$ cat src/rtl/squat_frame_seq.sv
// squat_frame_seq: animation frame sequencer for the VGA video generator.
// Advances the squat animation only on vsync falling edges, either on a timed
// hold count (auto) or on a debounced push-button press (manual).
// Optional build macro SQUAT_FRAME_PINGPONG_EN: bounce 0..NFRAMES-1..0 instead
// of wrapping NFRAMES-1 -> 0.
module squat_frame_seq #(
  parameter int NFRAMES     = 2,
  parameter int HOLD_FRAMES = 30,
  parameter int DEB_CYCLES  = 250000
) (
  input  logic       vgaclk,
  input  logic       reset,
  input  logic       vsync,
  input  logic       auto_en,
  input  logic       pause,
  input  logic       step_btn,
  output logic [3:0] frame_idx,
  output logic       frame_switch,
  output logic       frame_start,
  output logic       loop_done
);

  localparam int               DEB_W     = (DEB_CYCLES > 1) ? $clog2(DEB_CYCLES) : 1;
  localparam logic [3:0]       LAST_IDX  = 4'(NFRAMES - 1);
  localparam logic [7:0]       HOLD_LAST = 8'(HOLD_FRAMES - 1);
  localparam logic [DEB_W-1:0] DEB_LAST  = DEB_W'(DEB_CYCLES - 1);

  typedef enum logic [1:0] {ST_MANUAL, ST_AUTO, ST_PAUSE} state_t;

  state_t           state, state_nxt;
  logic             vsync_q;
  logic             btn_meta, btn_sync, btn_deb;
  logic [DEB_W-1:0] deb_cnt;
  logic             deb_rise;
  logic             step_pending;
  logic [7:0]       hold_cnt, hold_nxt;
  logic             advance, pend_clr;
  logic [3:0]       idx_nxt;
  logic             wrap;
`ifdef SQUAT_FRAME_PINGPONG_EN
  logic             dir_up, dir_nxt;
`endif

  // The debounced level commits high on this cycle: that is a button press.
  assign deb_rise = btn_sync & ~btn_deb & (deb_cnt == DEB_LAST);

  // vsync falling-edge detector; frame_start is registered one cycle after the edge.
  always_ff @(posedge vgaclk or posedge reset) begin
    if (reset) begin
      vsync_q     <= 1'b1;
      frame_start <= 1'b0;
    end else begin
      vsync_q     <= vsync;
      frame_start <= vsync_q & ~vsync;
    end
  end

  // Two-flop synchronizer and stability counter for the raw push button.
  always_ff @(posedge vgaclk or posedge reset) begin
    if (reset) begin
      btn_meta <= 1'b0;
      btn_sync <= 1'b0;
      btn_deb  <= 1'b0;
      deb_cnt  <= '0;
    end else begin
      btn_meta <= step_btn;
      btn_sync <= btn_meta;
      if (btn_sync != btn_deb) begin
        if (deb_cnt == DEB_LAST) begin
          btn_deb <= btn_sync;
          deb_cnt <= '0;
        end else begin
          deb_cnt <= deb_cnt + 1'b1;
        end
      end else begin
        deb_cnt <= '0;
      end
    end
  end

  // Mode state register; holds the mode seen on the previous cycle.
  always_ff @(posedge vgaclk or posedge reset) begin
    if (reset) state <= ST_MANUAL;
    else       state <= state_nxt;
  end

  // Mode selection (pause beats auto_en) and the advance decision for this cycle.
  always_comb begin
    state_nxt = ST_MANUAL;
    advance   = 1'b0;
    pend_clr  = 1'b0;
    hold_nxt  = hold_cnt;
    if (pause)        state_nxt = ST_PAUSE;
    else if (auto_en) state_nxt = ST_AUTO;
    case (state_nxt)
      ST_AUTO: begin
        pend_clr = 1'b1;
        if (frame_start) begin
          if (hold_cnt == HOLD_LAST) begin
            advance  = 1'b1;
            hold_nxt = '0;
          end else begin
            hold_nxt = hold_cnt + 8'd1;
          end
        end
      end
      ST_MANUAL: begin
        if (state == ST_AUTO) hold_nxt = '0;
        if (frame_start && step_pending) begin
          advance  = 1'b1;
          pend_clr = 1'b1;
        end
      end
      default: ;
    endcase
  end

  // Next frame index: plain wrap, or bounce when ping-pong is built in.
  always_comb begin
    idx_nxt = frame_idx;
    wrap    = 1'b0;
`ifdef SQUAT_FRAME_PINGPONG_EN
    dir_nxt = dir_up;
    if (dir_up) idx_nxt = frame_idx + 4'd1;
    else        idx_nxt = frame_idx - 4'd1;
    if (idx_nxt == LAST_IDX) dir_nxt = 1'b0;
    if (idx_nxt == 4'd0) begin
      dir_nxt = 1'b1;
      wrap    = 1'b1;
    end
`else
    if (frame_idx == LAST_IDX) begin
      idx_nxt = 4'd0;
      wrap    = 1'b1;
    end else begin
      idx_nxt = frame_idx + 4'd1;
    end
`endif
  end

  // Pending-step flag and hold counter; a consumed step also swallows a same-cycle press.
  always_ff @(posedge vgaclk or posedge reset) begin
    if (reset) begin
      step_pending <= 1'b0;
      hold_cnt     <= '0;
    end else begin
      hold_cnt <= hold_nxt;
      if (pend_clr)      step_pending <= 1'b0;
      else if (deb_rise) step_pending <= 1'b1;
    end
  end

  // Registered frame outputs; frame_switch mirrors bit 0 of the new index.
  always_ff @(posedge vgaclk or posedge reset) begin
    if (reset) begin
      frame_idx    <= 4'd0;
      frame_switch <= 1'b0;
      loop_done    <= 1'b0;
`ifdef SQUAT_FRAME_PINGPONG_EN
      dir_up       <= 1'b1;
`endif
    end else begin
      loop_done <= advance & wrap;
      if (advance) begin
        frame_idx    <= idx_nxt;
        frame_switch <= idx_nxt[0];
`ifdef SQUAT_FRAME_PINGPONG_EN
        dir_up       <= dir_nxt;
`endif
      end
    end
  end

endmodule
$ cat config.mk
export PLATFORM = sky130hd
export DESIGN_NAME = squat_frame_seq
export DESIGN_NICKNAME = d
export VERILOG_FILES = /design/src/rtl/squat_frame_seq.sv
export SDC_FILE = /design/constraint.sdc
export NUM_CORES = 1
export LEC_CHECK = 0
export BUFFER_PORTS_ARGS = -buffer_cell sky130_fd_sc_hd__buf_2
export CAP_MARGIN = 20
export CORE_ASPECT_RATIO = 0.9
export CORE_UTILIZATION = 43
export DETAILED_ROUTE_END_ITERATION = 10
export PLACE_DENSITY_LB_ADDON = 0.3
export SETUP_SLACK_MARGIN = 0.02
export SYNTH_ARGS = -nofsm -noshare
export SYNTH_HDL_FRONTEND = slang
export SYNTH_SLANG_ARGS = --single-unit
$ cat constraint.sdc
create_clock -name vgaclk -period 2.7 [get_ports vgaclk]
set_input_delay 0.27 -clock vgaclk [delete_from_list [all_inputs] [get_ports vgaclk]]
set_output_delay 0.27 -clock vgaclk [all_outputs]
set_load 0.01 [all_outputs]
==> impl_results.md, run 1 <==
* GRT Total Usage at 0.182
* Root Driver: clkbuf_8
* Synth Net Count at 188
* CTS tree: yes
* Logic gate share of total power at 0.070
* Critical path fanouts, max at 5
* Design area at 2110 um2
* Grt total ovfl at 0
* Drt first-iter violations at 62
* Commonest cells after routing, fill and taps aside: dfrtp_1, nor2_1, buf_2
* Max Clock Freq at 495 MHz
* Tot Pwr at 1.25 mW
* Final Skew at 0.00817 ns
* Crit path buffers/inverters at 1
* Post-detail-place hpwl at 2550 um
* Crit path DAT at 2.20 ns
* Pre-CTS setup slack at 0.700 ns
* Sequential fraction of the synthesis area at 0.523
* Outcome: complete, no violations
* Initial DRT Pass Iterations at 4
* Average cell area after synthesis at 10.5 um2
* Post-route ant nets at 0
* CP Cell Sequence: inv_1 > ha_1 > nor4b_1 > a31oi_1 > nand3b_1 > mux2_2
* # setup viols final at 0
* Cell internal pwr at 0.951 mW
* Die X-Extent at 71.5 um
* I/O pins at 13
* DR vias at 1362
* CTS Sinks at 39
* Row Count at 22
* Fin crit share at 0.748
* Slew Viols, Final at 0
* Crit path max-delay cell type: nor4b_1
* Synth Register Bits at 39
* Die Y at 64.6 um
* CTS resizes at 0
* I/O Buffers at 12
* Storage element area at 977 um2
* Most common cell after layout, fill and taps aside: dfrtp_1
* Multi-input logic area at 848 um2
* Area leader, netlist: dfrtp_1
* Routed len/inst at 14.6 um
* ANT cells at 0
* Final Hold Viols at 0
* Crit-path leading delay family: simple AND/OR/NAND/NOR gates
* Final WL at 3590 um
* Power share of the clock group at 0.412
* Growth of design area from synthesis to finish at 13.0%
* Netlist area before placement at 1870 um2
* Switch Pwr at 0.297 mW
* Switch share at 0.238
* Synth Instances at 178
* Largest cells by area after synthesis: dfrtp_1, nor2_1, xnor2_1
* Max Cap Viol at 0
* Initial core utilization at 0.453
* Worst Setup End Kind: register
* IR drop worst, VDD at 424 uV
* Routed vias/inst at 5.56
* Slew HR at 0.422
* Core ar. at 4130 um2
* Ys async rst share at 1.00
* Number of global-route vias before repair at 1410
* Synth warnings at 0
* Clock Pin Slew Worst Setup and Hold Paths at 0.08 ns
* Sequential Power Share at 0.519
* Share of cells above drive strength 1 at 0.162
* Skew-Pair Late Insertion Delay at 0.29 ns
* Global-route wire length before repair at 6380 um
* LEAKAGE at 0.949 nW
* Final setup TNS at 0 ns
* Minimum clock period at 2.02 ns
* Top FF cell, synth: dfrtp_1
* Initial antenna violation count at 0
* Post-CTS Repair Setup Buffers at 0
* Clock buffer depth at 2
* Remaining DRCs at 0
* Filler cells at 372
* WS Path Type: register to register
* Min Hold Slack at 0.0828 ns
* GPL Wtd Cong at 0.818
* Worst setup SP type: register
* CTS Buf Count at 5
* Largest net degree at the start of global routing at 24
* Placed inst area at 1990 um2
* Post-synth cell types at 42
* CTS H-tree depth at 2
* EDFF count, synth at 0
* RSZ-0062 raised after global routing: no
* Required @ worst endpoint at 2.88 ns
* HP Class: input pin to register
* Synth top area share at 0.509
* Final-stage net count at 206
* Die area at 4620 um2
* Final worst setup slack at 0.681 ns
* Worst path max stage delay at 0.45 ns
* Pwr per Cell Area at 591 nW/um2
* Worst-Margin Slew at 0.866 ns
* Hold Buf Count CTS at 0
## power by group through the flow
stage               Sequential, mW  Combinational, mW  Clock, mW
floorplan                    0.650             0.0614          0
global placement             0.654             0.0821          0
detailed placement           0.658             0.0878          0
CTS                          0.646             0.0886      0.527
global route                 0.654              0.101      0.555
finish                       0.647             0.0873      0.514
## per-layer routing
layer | global-route usage | share of wire | vias up
met4 | 0.0882 | 0.022 | 0
li1 | - | - | 660
met2 | 0.294 | 0.46 | 24
met3 | 0.0420 | 0.032 | 10
met1 | 0.232 | 0.49 | 668
met5 | 0 | 0 | -
## registers in the layout, indices dropped and copies added (netlist names)
register,cells
hold_cnt,8
frame_idx,4
loop_done,1
frame_start,1
btn_meta,1
step_pending,1
btn_sync,1
state,2
btn_deb,1
deb_cnt,18
vsync_q,1
## logic make-up (layout without fill, tap and decap cells)
group,count (synthesis),in the layout,share of synthesized area
flip-flops,39,39,0.523
multiplexers,2,2,0.0120
adder cells (fa/ha/maj),4,4,0.0268
XOR/XNOR,21,21,0.0984
AO/OA/AOI/OAI,21,21,0.0756
buffers and inverters,10,29,0.0234
AND/OR/NAND/NOR,81,81,0.241
## stage by stage
stage	cells	util
2_1_floorplan	178	-
3_3_place_gp	237	0.482
3_5_place_dp	237	0.482
4_1_cts	245	0.512
5_1_grt	245	0.512
6_report	245	0.512
## cell usage after synthesis (all sizes together), types with 2 or more instances
master and number:
o2111ai 3, and3 3, nor4b 2, nand2 10, nor3 4, o31ai 3
nor4bb 2, nor4 5, or4 3, ha 4, nand3 7, buf 3
dfrtp 38, nand4 3, xnor2 11, nor2b 4, o21ai 2, nor2 27
inv 6, xor2 10, a31oi 3, or2 3, mux2 2, a21oi 5
## path summary, 6_finish.rpt
check / start / end / slack (ns) / depth (start not counted)
min in group asynchronous: reset / hold_cnt[1] / 0.14 / 2
setup reg to reg: hold_cnt[1] / frame_idx[1] / 0.68 / 6
hold reg to reg: btn_meta / btn_sync / 0.35 / 0
setup / recovery: hold_cnt[1] / frame_idx[1] / 0.68 / 6
hold / removal: vsync / vsync_q / 0.08 / 1
max in group asynchronous: reset / vsync_q / 1.83 / 3
## area by class of cell
class                           instances  area share
Inverter                                6      0.0107
Clock buffer                            6      0.0391
Multi-Input combinational cell        129       0.402
Clock inverter                          2      0.0184
Tap cell                               48      0.0284
Timing Repair Buffer                   15      0.0391
Sequential cell                        39       0.463
(Power assumes the default switching activity.)
==> run 2, diff against run 1 <==
Clock period 2.7 ns to 1.7 ns, I/O delays scaled along.
==> run 2 against run 1 <==
The run now ends with negative setup slack left; cell area increased by 18%; setup slack worse by 0.68 ns; total power is 55% higher; count of clock-buffer cells in the layout did not move; cell count rose by 11%; maximum frequency up 19%; hold slack worse by 0.0082 ns; clock skew is 0.0013 ns higher.
==> impl_results.md, run 2 (synthesized netlist as in run 1, its figures left out) <==
* Switch share at 0.259 (was 0.238)
* Routed vias/inst at 5.49 (was 5.56)
* DR vias at 1492 (was 1362)
* Required @ worst endpoint at 1.92 ns (was 2.88 ns)
* LEAKAGE at 1.09 nW (was 0.949 nW)
* Cell internal pwr at 1.43 mW (was 0.951 mW)
* Row Count at 22 (unchanged)
* HP Class: input pin to register (unchanged)
* Worst path max stage delay at 0.50 ns (was 0.45 ns)
* Final-stage net count at 233 (was 206)
* Routed len/inst at 15.1 um (was 14.6 um)
* CTS Sinks at 39 (unchanged)
* ANT cells at 0 (unchanged)
* Worst Setup End Kind: register (unchanged)
* Commonest cells after routing, fill and taps aside: dfrtp_1, buf_4, nor2_1 (was dfrtp_1, nor2_1, buf_2)
* Top flop regs: deb_cnt (18), hold_cnt (8), frame_idx (4) (unchanged)
* Share of cells above drive strength 1 at 0.353 (was 0.162)
* Most common cell after layout, fill and taps aside: dfrtp_1 (unchanged)
* Grt total ovfl at 0 (unchanged)
* CTS tree: yes (unchanged)
* Worst-Margin Slew at 0.488 ns (was 0.866 ns)
* Fin crit share at 1.00 (was 0.748)
* GPL Wtd Cong at 0.845 (was 0.818)
* Most flop-heavy register: deb_cnt (unchanged)
* Die X-Extent at 71.5 um (unchanged)
* Crit path max-delay cell type: or4_1 (was nor4b_1)
* Crit-path leading delay family: simple AND/OR/NAND/NOR gates (unchanged)
* Post-detail-place hpwl at 2600 um (was 2550 um)
* Pre-CTS setup slack at -0.0320 ns (was 0.700 ns)
* Critical path fanouts, max at 6 (was 5)
* Final WL at 4120 um (was 3590 um)
* Post-route ant nets at 0 (unchanged)
* IR drop worst, VDD at 494 uV (was 424 uV)
* Final Hold Viols at 0 (unchanged)
* Switch Pwr at 0.500 mW (was 0.297 mW)
* Max Clock Freq at 588 MHz (was 495 MHz)
* Fin cells at 272 (was 245)
* # setup viols final at 1 (was 0)
* Initial antenna violation count at 0 (unchanged)
* Root Driver: clkbuf_8 (unchanged)
* Number of flip-flops in the largest register at 18 (unchanged)
* Minimum clock period at 1.70 ns (was 2.02 ns)
* Clock buffer depth at 2 (unchanged)
* I/O Buffers at 12 (unchanged)
* Placed cell count at 247 (was 237)
* Max Cap Viol at 0 (unchanged)
* Largest net degree at the start of global routing at 40 (was 24)
* CP Cell Sequence: nand3_1 > or3_4 > or4_1 > a21oi_2 (was inv_1 > ha_1 > nor4b_1 > a31oi_1 > nand3b_1 > mux2_2)
* Crit path DAT at 1.92 ns (was 2.20 ns)
* Worst setup SP type: register (unchanged)
* CTS H-tree depth at 2 (unchanged)
* Sequential Power Share at 0.526 (was 0.519)
* Number of global-route vias before repair at 1514 (was 1410)
* Global-route wire length before repair at 6580 um (was 6380 um)
* Drt first-iter violations at 60 (was 62)
* Slew HR at 0.675 (was 0.422)
* Final worst setup slack at -0.000167 ns (was 0.681 ns)
* Die area at 4620 um2 (unchanged)
* I/O pins at 13 (unchanged)
* Logic gate share of total power at 0.133 (was 0.070)
* Outcome: finished with violations (was complete, no violations)
* Remaining DRCs at 0 (unchanged)
* GRT Total Usage at 0.187 (was 0.182)
* Growth of design area from synthesis to finish at 33.7% (was 13.0%)
* Slew Viols, Final at 0 (unchanged)
* Power share of the clock group at 0.342 (was 0.412)
* RSZ-0062 raised after global routing: yes (was no)
* Failing checks: negative setup slack
* CTS Buf Count at 5 (unchanged)
* Clock Pin Slew Worst Setup and Hold Paths at 0.07 ns (was 0.08 ns)
* Pwr per Cell Area at 773 nW/um2 (was 591 nW/um2)
* Final Skew at 0.00947 ns (was 0.00817 ns)
* Initial DRT Pass Iterations at 4 (unchanged)
* Initial core utilization at 0.453 (unchanged)
* WS Path Type: register to register (unchanged)
* Crit path buffers/inverters at 0 (was 1)
* Skew-Pair Late Insertion Delay at 0.30 ns (was 0.29 ns)
* Core ar. at 4130 um2 (unchanged)
* Die Y at 64.6 um (unchanged)
==> run 2: cell count changes in the layout (fill, tap and decap cells not counted), moves of 3 or more <==
cell | before | now
nor2_4 | 0 | 5
nor2_2 | 0 | 4
a21oi_2 | 0 | 3
nor2_1 | 27 | 18
buf_4 | 3 | 24
dlygate4sd3_1 | 0 | 3
a21oi_1 | 5 | 2
==> run 2: area by class of cell <==
class | instances | area, um2
Sequential cell | 39 | 980
Timing Repair Buffer | 42 | 340
Multi-Input combinational cell | 129 | 998
Clock buffer | 6 | 82.6
Inverter | 6 | 22.5
Fill cell | 305 | 1630
Tap cell | 48 | 60.1
Clock inverter | 2 | 16.3
==> run 2: worst reg2reg max path: stages, from the launching register on <==
cell and delay [ns]:
dfrtp_1 0.44, nand3_1 0.15, or3_4 0.39, or4_1 0.50, a21oi_2 0.15
==> run 2: stage by stage <==
stage / hold slack (ns) / instance area (um2) / TNS (ns) / total power, mW / utilization
after floorplan: 0.174 / 1900 / 0 / 1.13 / -
after global placement: 0.280 / 2110 / 0 / 1.20 / 0.510
after detailed placement: 0.283 / 2110 / -0.0782 / 1.22 / 0.510
after CTS: 0.0689 / 2290 / 0 / 1.90 / 0.555
after global routing: 0.0648 / 2500 / -0.937 / 2.03 / 0.605
final: 0.0746 / 2500 / -0.000167 / 1.93 / 0.605
==> run 2: timing repair <==
action,4_1_cts,5_1_grt
buffers inserted,5,7
gates cloned,0,2
pin swaps,2,7
hold buffers,3,0
endpoints found under the setup margin,5,20
endpoints found under the hold margin,15,0
gates resized for setup,4,27
==> run 2: metal layers <==
metal,vias to the layer above,global-route usage,share of wire
li1,721,-,-
met1,733,0.237,0.46
met2,30,0.315,0.49
met3,8,0.0513,0.037
met4,0,0.0490,0.011
met5,-,0,0
==> run 2: power groups by stage <==
stage / combinational, mW / clock [mW] / sequential, mW
global route: 0.290 / 0.719 / 1.02
floorplan: 0.101 / 0 / 1.03
global placement: 0.177 / 0 / 1.02
finish: 0.257 / 0.660 / 1.02
detailed placement: 0.189 / 0 / 1.03
CTS: 0.209 / 0.678 / 1.01
==> run 2: worst paths after layout <==
kind                        startpoint           to  slack (ns)  cells after the start
setup / recovery           deb_cnt[10]  deb_cnt[17]     -0.0002                      4
setup reg to reg           deb_cnt[10]  deb_cnt[17]     -0.0002                      4
hold / removal                   pause     state[1]        0.07                      1
hold reg to reg               btn_meta     btn_sync        0.35                      0
max in group asynchronous        reset   deb_cnt[5]        0.80                      4
min in group asynchronous        reset  hold_cnt[7]        0.51                      4
